`src/rtl/uart_sol.sv`:
```
// uart_sol: full-duplex 8N1 UART, independent TX and RX sharing one clock.
//
// Ports:
//   clk       in   system clock, rising edge
//   rst       in   asynchronous active-low reset
//   en        in   transmit request, sampled only while rdy=1
//   data_in   in   byte to transmit, captured with en
//   rdy       out  transmitter idle, ready for a byte
//   dout      out  serial TX line, idle high
//   din       in   serial RX line (asynchronous), idle high
//   valid     out  one-cycle strobe, data_out holds a new byte
//   data_out  out  last correctly received byte
module uart_sol #(
    parameter int unsigned FREQ         = 32_000_000,
    parameter int unsigned BAUD_RATE    = 9600,
    parameter int unsigned CLKS_PER_BIT = FREQ / BAUD_RATE
) (
    input  logic       clk,
    input  logic       rst,
    input  logic       en,
    input  logic [7:0] data_in,
    output logic       rdy,
    output logic       dout,
    input  logic       din,
    output logic       valid,
    output logic [7:0] data_out
);

    localparam int unsigned CW = (CLKS_PER_BIT > 1) ? $clog2(CLKS_PER_BIT) : 1;
    localparam logic [CW-1:0] BitLast  = CW'(CLKS_PER_BIT - 1);
    localparam logic [CW-1:0] HalfLast = CW'(CLKS_PER_BIT / 2 - 1);

    // ---------------------------------------------------------------- transmitter
    typedef enum logic [1:0] {StTxIdle, StTxStart, StTxData, StTxStop} tx_state_e;

    tx_state_e     r_tx_state, w_tx_state_d;
    logic [CW-1:0] r_tx_cnt;
    logic [2:0]    r_tx_idx;
    logic [7:0]    r_tx_shift;
    logic          w_tx_bit_end;

    assign w_tx_bit_end = (r_tx_cnt == BitLast);

    always_ff @(posedge clk or negedge rst) begin
        if (!rst) begin
            r_tx_state <= StTxIdle;
        end else begin
            r_tx_state <= w_tx_state_d;
        end
    end

    always_comb begin
        w_tx_state_d = r_tx_state;
        unique case (r_tx_state)
            StTxIdle:  if (en) w_tx_state_d = StTxStart;
            StTxStart: if (w_tx_bit_end) w_tx_state_d = StTxData;
            StTxData:  if (w_tx_bit_end && (r_tx_idx == 3'd7)) w_tx_state_d = StTxStop;
            StTxStop:  if (w_tx_bit_end) w_tx_state_d = StTxIdle;
            default:   w_tx_state_d = StTxIdle;
        endcase
    end

    always_ff @(posedge clk or negedge rst) begin
        if (!rst) begin
            r_tx_cnt   <= '0;
            r_tx_idx   <= '0;
            r_tx_shift <= '0;
        end else if (r_tx_state == StTxIdle) begin
            r_tx_cnt <= '0;
            if (en) begin
                r_tx_shift <= data_in;
                r_tx_idx   <= '0;
            end
        end else if (w_tx_bit_end) begin
            r_tx_cnt <= '0;
            if (r_tx_state == StTxData) r_tx_idx <= r_tx_idx + 3'd1;
        end else begin
            r_tx_cnt <= r_tx_cnt + 1'b1;
        end
    end

    always_comb begin
        rdy  = (r_tx_state == StTxIdle);
        dout = 1'b1;
        unique case (r_tx_state)
            StTxStart: dout = 1'b0;
            StTxData:  dout = r_tx_shift[r_tx_idx];
            default:   dout = 1'b1;
        endcase
    end

    // ---------------------------------------------------------------- receiver
    typedef enum logic [1:0] {StRxIdle, StRxStart, StRxData, StRxStop} rx_state_e;

    rx_state_e     r_rx_state, w_rx_state_d;
    logic [1:0]    r_rx_sync;
    logic [CW-1:0] r_rx_cnt;
    logic [2:0]    r_rx_idx;
    logic [7:0]    r_rx_shift;
    logic          r_rx_wait_high;
    logic          r_valid;
    logic [7:0]    r_data_out;
    logic          w_rx;
    logic          w_rx_half;
    logic          w_rx_bit_end;
    logic          w_rx_done;
    logic          w_rx_frame_err;

    assign w_rx         = r_rx_sync[1];
    assign w_rx_half    = (r_rx_cnt == HalfLast);
    assign w_rx_bit_end = (r_rx_cnt == BitLast);

    // Reset to idle-high so reset release is not seen as a start bit.
    always_ff @(posedge clk or negedge rst) begin
        if (!rst) begin
            r_rx_sync <= 2'b11;
        end else begin
            r_rx_sync <= {r_rx_sync[0], din};
        end
    end

    always_ff @(posedge clk or negedge rst) begin
        if (!rst) begin
            r_rx_state <= StRxIdle;
        end else begin
            r_rx_state <= w_rx_state_d;
        end
    end

    always_comb begin
        w_rx_state_d = r_rx_state;
        unique case (r_rx_state)
            StRxIdle:  if (!w_rx && !r_rx_wait_high) w_rx_state_d = StRxStart;
            StRxStart: if (w_rx_half) w_rx_state_d = w_rx ? StRxIdle : StRxData;
            StRxData:  if (w_rx_bit_end && (r_rx_idx == 3'd7)) w_rx_state_d = StRxStop;
            StRxStop:  if (w_rx_bit_end) w_rx_state_d = StRxIdle;
            default:   w_rx_state_d = StRxIdle;
        endcase
    end

    always_ff @(posedge clk or negedge rst) begin
        if (!rst) begin
            r_rx_cnt   <= '0;
            r_rx_idx   <= '0;
            r_rx_shift <= '0;
        end else begin
            unique case (r_rx_state)
                StRxIdle: begin
                    r_rx_cnt <= '0;
                    r_rx_idx <= '0;
                end
                StRxStart: r_rx_cnt <= w_rx_half ? '0 : r_rx_cnt + 1'b1;
                StRxData: begin
                    if (w_rx_bit_end) begin
                        r_rx_cnt   <= '0;
                        r_rx_idx   <= r_rx_idx + 3'd1;
                        r_rx_shift <= {w_rx, r_rx_shift[7:1]};
                    end else begin
                        r_rx_cnt <= r_rx_cnt + 1'b1;
                    end
                end
                StRxStop: r_rx_cnt <= w_rx_bit_end ? '0 : r_rx_cnt + 1'b1;
                default:  r_rx_cnt <= '0;
            endcase
        end
    end

    // After a framing error the line may still be low; block start detection
    // until it has been seen high again.
    always_ff @(posedge clk or negedge rst) begin
        if (!rst) begin
            r_rx_wait_high <= 1'b0;
            r_valid        <= 1'b0;
            r_data_out     <= '0;
        end else begin
            r_valid <= w_rx_done;
            if (w_rx_done) r_data_out <= r_rx_shift;
            if (w_rx_frame_err) begin
                r_rx_wait_high <= 1'b1;
            end else if (w_rx) begin
                r_rx_wait_high <= 1'b0;
            end
        end
    end

    always_comb begin
        w_rx_done      = (r_rx_state == StRxStop) && w_rx_bit_end && w_rx;
        w_rx_frame_err = (r_rx_state == StRxStop) && w_rx_bit_end && !w_rx;
        valid          = r_valid;
        data_out       = r_data_out;
    end

endmodule

```
`config.mk`:
```
export PLATFORM = sky130hd
export DESIGN_NAME = uart_sol
export DESIGN_NICKNAME = d
export VERILOG_FILES = /design/src/rtl/uart_sol.sv
export SDC_FILE = /design/constraint.sdc
export NUM_CORES = 1
export LEC_CHECK = 0
export BUFFER_PORTS_ARGS = -buffer_cell sky130_fd_sc_hd__buf_2
export CAP_MARGIN = 30
export CORE_MARGIN = 1
export CORE_UTILIZATION = 59
export CTS_CLUSTER_DIAMETER = 120
export DETAILED_ROUTE_END_ITERATION = 10
export PLACE_DENSITY_LB_ADDON = 0.25
export SYNTH_ARGS = -nofsm -noshare
export SYNTH_HDL_FRONTEND = slang
export SYNTH_SLANG_ARGS = --single-unit
```
`constraint.sdc`:
```
create_clock -name clk -period 3.4 [get_ports clk]
set_clock_uncertainty 0.1 [all_clocks]
set_input_delay 0.17 -clock clk [delete_from_list [all_inputs] [get_ports clk]]
set_output_delay 0.17 -clock clk [all_outputs]
set_load 0.01 [all_outputs]
```
==> impl_metrics.py, run 1 <==
metrics = {
    "status": {
        "status": "completed",
    },
    "worst_setup_path": {
        "critPathMaxFanout": 9,
        "critPathArrivalTime_ns": 2.82,
        "critical_path_class": "reg -> reg",
        "start_kind": "flip-flop",
        "r2r_cells": 6,
        "r2r_end": "r_rx_shift[4]",
        "reg2reg_from": "r_rx_cnt[0]",
        "critical_path.max_stage_delay_ns": 0.54,
        "path_cells": "inv_1 > ha_1 > or3b_1 > or3_1 > nor3b_4 > mux2_2",
        "critical_path_required_ns": 3.52,
        "cp-end-kind": "flip-flop",
        "cp_slowest_cell": "or3_1",
        "r2r_setup_slack_ns": 0.69,
    },
    "route": {
        "dr.pass1.iters": 4,
        "postRouteAntennaNets": 0,
        "drc": 0,
        "wirelength_um": 4850,
        "avgViaCountPerCell": 5.39,
        "drtIter0Drc": 83,
        "vias": 1961,
        "wl_per_cell_um": 13.3,
    },
    "global_route": {
        "grt_pass1_vias": 1904,
        "antenna_found_initial": 0,
        "grt_max_degree": 27,
        "grt_pass1_wl_um": 8560,
        "grt_usage_pct": 21.4,
        "grt_overflow": 0,
    },
    "synthesis": {
        "synthesis.instances": 251,
        "avgSynthCellArea_um2": 11.7,
        "ys_seq_elements": 62,
        "ys_warn_count": 0,
        "synth_area_um2": 2950,
        "ys_types": 44,
        "syn-num-nets": 276,
        "async_flop_share_pct": 100,
        "synth_ff_type": "dfrtp_1",
        "synth_edf_count": 0,
        "seq_area_frac_synth_pct": 52.8,
    },
    "sta": {
        "holdWs_ns": 0.258,
        "worst_slack_ns": 0.695,
        "finalCritPeriodShare_pct": 79.6,
        "rsz0062_at_grt": "false",
        "period_needed_ns": 2.71,
        "maxSlewHeadroom_pct": 61.0,
        "fmax_mhz": 370,
        "setup_viol": 0,
        "worst_pin_slew_ns": 0.579,
        "drv_slew": 0,
        "hold_viol": 0,
        "setup_tns_ns": 0,
    },
    "job": {
        "drv_cap": 0,
    },
    "min_path": {
        "hp-start": "r_rx_sync[0]",
        "holdPathEnd": "r_rx_sync[1]",
        "min-delay-path-class": "reg -> reg",
        "holdPathStages": 0,
    },
    "clock_network": {
        "cts_resized": 0,
        "root_buffer": "clkbuf_8",
        "cts_buffer_depth": 2,
        "htreeDepth": 3,
        "clkTransAtPathRegs_ns": 0.07,
        "cts-buffers-inserted": 9,
        "post_cts_buffers": 0,
        "clkSinkCount": 62,
        "worstSkewPairLatency_ns": 0.33,
        "cts_tree": "built",
    },
    "finish": {
        "post_route_cells_drive_above_1_share_pct": 24.9,
        "nNetsFinal": 317,
        "syn_to_final_growth_pct": 17.1,
        "insertedDiodeCount": 0,
        "final_common_cell": "dfrtp_1",
        "final_cell_mix": "dfrtp_1 (60), nor2_1 (29), mux2_2 (26)",
        "final_util_pct": 72.6,
    },
    "power": {
        "power_w": 0.00140,
        "pwr_density_cell_nw_per_um2": 405,
        "p_leak_nw": 1.65,
        "ir_drop_v": 0.000268,
    },
    "placed_design": {
        "dp_slack_ns": 0.735,
        "dp_hpwl_um": 3310,
        "port_buffers": 22,
        "gp_routability_congestion": 0.818,
    },
    "die": {
        "dieArea_um2": 5280,
        "fp.coreArea_um2": 4750,
        "rows": 25,
        "initial_core_util_pct": 61.9,
        "pin_count": 23,
        "die_width_um": 72.7,
        "die_h_um": 72.7,
    },
}
[where the power goes]
| part | total [W] | switching (W) | leakage [nW] | internal [W] |
|---|---|---|---|---|
| Sequential | 0.000741 | 0.000000950 | 0.809 | 0.000740 |
| Combinational | 0.0000336 | 0.0000177 | 0.741 | 0.0000159 |
| Clock | 0.000624 | 0.000268 | 0.0964 | 0.000356 |
| Total | 0.00140 | 0.000286 | 1.65 | 0.00111 |
[kinds of logic (layout without fill, tap and decap cells)]
| kind of cell | Yosys count | in the layout | share of synthesized area, % |
|---|---|---|---|
| buffers and inverters | 19 | 65 | 2.72 |
| and+or+nand+nor | 89 | 89 | 16.1 |
| DFF | 62 | 62 | 52.8 |
| AOI/OAI and AO/OA | 15 | 15 | 3.82 |
| muxes | 32 | 32 | 12.8 |
| adders and majority gates | 13 | 13 | 5.52 |
| xor gates and xnor gates | 21 | 21 | 6.24 |
[final cells by class]
type                       count  area, µm²
fill                         325       1310
clock buffer                  12        145
multi-input combinational    170       1310
clock inverter                 4       47.5
timing repair buffer          37        263
inverter                      12       45.0
sequential                    62       1550
tap                           67       83.8
[registers in the layout (all words and copies together), names as in the netlist, named ones only]
register,count
r_tx_shift,8
r_rx_sync,2
r_rx_idx,3
r_tx_cnt,12
r_tx_idx,3
data_out,8
r_rx_state,1
r_tx_state,2
r_rx_cnt,12
r_rx_wait_high,1
valid,1
r_rx_shift,8
[worst max path at each step]
stage / start / to / slack [ns] / cells past startpoint
after floorplan: r_rx_cnt[0] / r_rx_shift[0] / 0.93 / 7
after global placement: r_rx_cnt[0] / r_rx_shift[1] / 0.79 / 6
final: r_rx_cnt[0] / r_rx_shift[4] / 0.69 / 6
after global routing: r_rx_cnt[0] / r_rx_shift[1] / 0.61 / 6
after CTS: r_rx_cnt[0] / r_rx_shift[1] / 0.71 / 6
after detailed placement: r_rx_cnt[0] / r_rx_shift[4] / 0.73 / 6
[metal layers]
layer  global-route usage, %  wire length [µm]  up-vias
met3                    6.08               142       12
met2                    31.6              2300       32
met1                    29.3              2300      953
met5                       0                 0        -
li1                        -                 -      964
met4                    10.2               114        0
[per-stage QoR]
step                cell area (µm²)  std cells
finish                         3450        364
global route                   3450        364
CTS                            3450        364
detailed placement             3150        337
global placement               3130        336
floorplan                      2950        251
[critical path, delay by kind of cell (launching register included)]
family	cells	cell delay [ns]
buffers and inverters	1	0.11
flip-flops	1	0.44
multiplexers	1	0.39
AND/OR/NAND/NOR	3	1.40
adder cells (fa/ha/maj)	1	0.15
[synth_stat cells, types with 2 or more instances]
master / number / area share (%)
dfrtp_1: 60 / 51
nor2_1: 29 / 3.7
mux2_2: 26 / 9.9
xnor2_1: 16 / 4.8
ha_1: 13 / 5.5
nand2_1: 13 / 1.7
inv_1: 12 / 1.5
nand3_1: 9 / 1.5
nor3_1: 9 / 1.5
nor4_1: 6 / 1.3
clkbuf_1: 5 / 0.64
xor2_1: 5 / 1.5
a22o_1: 4 / 1.2
mux2i_1: 4 / 1.4
nand4_1: 4 / 0.85
o22ai_1: 3 / 0.64
dfstp_2: 2 / 1.8
mux4_2: 2 / 1.5
nand2b_1: 2 / 0.42
nor2b_1: 2 / 0.42
nor3b_1: 2 / 0.51
[timing repair]
| item | CTS | global route |
|---|---|---|
| endpoints found under the setup margin | 0 | 0 |
| hold buffers | 11 | 0 |
| hold endpoints to repair | 33 | 0 |
Note: power is estimated with default switching activity, not from simulation.
==> run 2: changes to the inputs <==
==> constraint.sdc (replaced) <==
create_clock -name clk -period 2.8 [get_ports clk]
set_clock_uncertainty 0.1 [all_clocks]
set_input_delay 0.14 -clock clk [delete_from_list [all_inputs] [get_ports clk]]
set_output_delay 0.14 -clock clk [all_outputs]
set_load 0.01 [all_outputs]
==> run 2 against run 1 <==
  * Worst setup slack got worse by 0.46 ns
  * Register-to-register slack worse by 0.46 ns
  * Critical path depth is the same
  * Worst hold slack worse by 0.0028 ns
  * First-iteration DRC count is 16% higher
  * Global-route usage is 0.28 points higher
  * Fmax is 5.4% higher
  * Total power up 19%
  * Die area did not move
  * Clock power grew 18%
  * Non-clock buffer count unchanged
  * Via count increased by 0.82%
  * Critical endpoint is now r_rx_shift[3]
  * Largest cell class unchanged
==> impl_metrics.py, run 2 (synthesized netlist as in run 1, its figures left out) <==
metrics = {
    "finish": {
        "syn_to_final_growth_pct": 16.1,
        "reg.largest.list": "r_rx_cnt x12, r_tx_cnt x12",
        "final_cell_mix": "dfrtp_1 (60), nor2_1 (29), mux2_2 (26)",
        "post_route_cells_drive_above_1_share_pct": 24.5,
        "final_cell_area_um2": 3420,
        "nFillCells": 340,
        "nNetsFinal": 317,
        "insertedDiodeCount": 0,
        "final_common_cell": "dfrtp_1",
    },
    "route": {
        "vias": 1977,
        "avgViaCountPerCell": 5.48,
        "wirelength_um": 5030,
        "postRouteAntennaNets": 0,
        "drtIter0Drc": 96,
        "drc": 0,
        "wl_per_cell_um": 13.9,
        "dr.pass1.iters": 4,
    },
    "min_path": {
        "min-delay-path-class": "reg -> reg",
        "hp-start": "r_rx_sync[0]",
        "holdPathEnd": "r_rx_sync[1]",
        "holdPathStages": 0,
    },
    "sta": {
        "period_needed_ns": 2.57,
        "maxSlewHeadroom_pct": 49.4,
        "holdWs_ns": 0.255,
        "hold_viol": 0,
        "finalCritPeriodShare_pct": 91.6,
        "drv_slew": 0,
        "setup_tns_ns": 0,
        "rsz0062_at_grt": "false",
        "setup_viol": 0,
        "worst_pin_slew_ns": 0.759,
        "fmax_mhz": 390,
    },
    "global_route": {
        "antenna_found_initial": 0,
        "grt_overflow": 0,
        "grt_pass1_vias": 1931,
        "grt_usage_pct": 21.6,
        "grt_pass1_wl_um": 8470,
        "grt_max_degree": 63,
    },
    "die": {
        "pin_count": 23,
        "initial_core_util_pct": 61.9,
        "fp.coreArea_um2": 4750,
        "dieArea_um2": 5280,
        "die_h_um": 72.7,
        "rows": 25,
        "die_width_um": 72.7,
    },
    "worst_setup_path": {
        "critPathMaxFanout": 9,
        "critical_path.top_delay_family": "simple AND/OR/NAND/NOR gates",
        "critPathBufInv": 1,
        "reg2reg_from": "r_rx_cnt[0]",
        "r2r_setup_slack_ns": 0.23,
        "r2r_cells": 6,
        "critical_path_class": "reg -> reg",
        "cp-end-kind": "flip-flop",
        "cp_slowest_cell": "or3_1",
        "start_kind": "flip-flop",
        "critPathArrivalTime_ns": 2.67,
        "critical_path_required_ns": 2.91,
        "critical_path.max_stage_delay_ns": 0.45,
        "path_cells": "inv_1 > ha_1 > or3b_1 > or3_1 > nor3b_4 > mux2_2",
        "r2r_end": "r_rx_shift[3]",
    },
    "clock_network": {
        "root_buffer": "clkbuf_8",
        "htreeDepth": 3,
        "cts-buffers-inserted": 9,
        "cts_resized": 0,
        "clkTransAtPathRegs_ns": 0.06,
        "cts_buffer_depth": 2,
        "post_cts_buffers": 0,
        "worstSkewPairLatency_ns": 0.33,
        "clkSinkCount": 62,
        "cts_tree": "built",
    },
    "power": {
        "intPower_w": 0.00133,
        "p_seq_share_pct": 53.9,
        "p_leak_nw": 1.64,
        "ir_drop_v": 0.000457,
        "clkPwrFrac_pct": 43.9,
        "p_comb_share_pct": 2.2,
        "netSwitchingPower_w": 0.000336,
        "netSwitchingFraction_pct": 20.1,
        "pwr_density_cell_nw_per_um2": 488,
    },
    "job": {
        "drv_cap": 0,
    },
    "placed_design": {
        "port_buffers": 22,
        "dp_hpwl_um": 3340,
        "gp_routability_congestion": 0.791,
        "placed_area_um2": 3130,
    },
    "status": {
        "status": "completed",
    },
}
run 2: changes by cell type in the layout (fill, tap and decap cells not counted):
cell | previous run | this run
buf_12 | 1 | 0
buf_4 | 3 | 4
clkbuf_1 | 2 | 1
clkinv_2 | 2 | 1
clkinvlp_4 | 1 | 0
run 2: per-stage QoR:
stage	power, W	setup WS [ns]	utilization, %	instances
after floorplan	0.000916	0.334	-	251
after global placement	0.000942	0.293	65.9	337
after detailed placement	0.000943	0.229	65.9	337
after CTS	0.00169	0.211	71.9	361
after global routing	0.00173	0.102	71.9	361
final	0.00167	0.234	71.9	361
run 2: worst max-delay path by stage:
stage,slack [ns],start,end,depth (start not counted)
global placement,0.29,r_rx_cnt[0],r_rx_shift[0],6
global route,0.10,r_rx_cnt[0],r_rx_shift[3],6
finish,0.23,r_rx_cnt[0],r_rx_shift[3],6
floorplan,0.33,r_rx_cnt[0],r_rx_shift[0],7
CTS,0.21,r_rx_cnt[0],r_rx_shift[3],6
detailed placement,0.23,r_rx_cnt[0],r_rx_shift[3],6
run 2: layout make-up:
| cell class | instances | area (µm²) | share of cell area (%) |
|---|---|---|---|
| clock buffers | 11 | 141 | 4.13 |
| well taps | 67 | 83.8 | 2.45 |
| repair buffers | 37 | 250 | 7.32 |
| flip-flops and latches | 62 | 1550 | 45.4 |
| inverters | 12 | 45.0 | 1.32 |
| multi-input cells | 170 | 1310 | 38.3 |
| clock inverters | 2 | 35.0 | 1.02 |
run 2: routing by layer:
layer	GRT usage [%]	vias to the layer above	share of wire [%]
met5	0	-	0
met4	12.2	0	2.4
met3	5.80	12	2.9
met2	34.5	27	49
met1	26.8	981	46
li1	-	957	-
run 2: power groups by stage:
stage               Combinational (W)  Clock, W  Sequential (W)
finish                      0.0000370  0.000734        0.000900
global route                0.0000429  0.000791        0.000900
CTS                         0.0000381  0.000756        0.000900
detailed placement          0.0000265         0        0.000916
global placement            0.0000261         0        0.000916
floorplan                 0.000000356         0        0.000916
run 2: repair_timing:
| action | in CTS | in global routing |
|---|---|---|
| hold buffers | 11 | 0 |
| hold endpoints to repair | 70 | 0 |
| endpoints found under the setup margin | 0 | 0 |
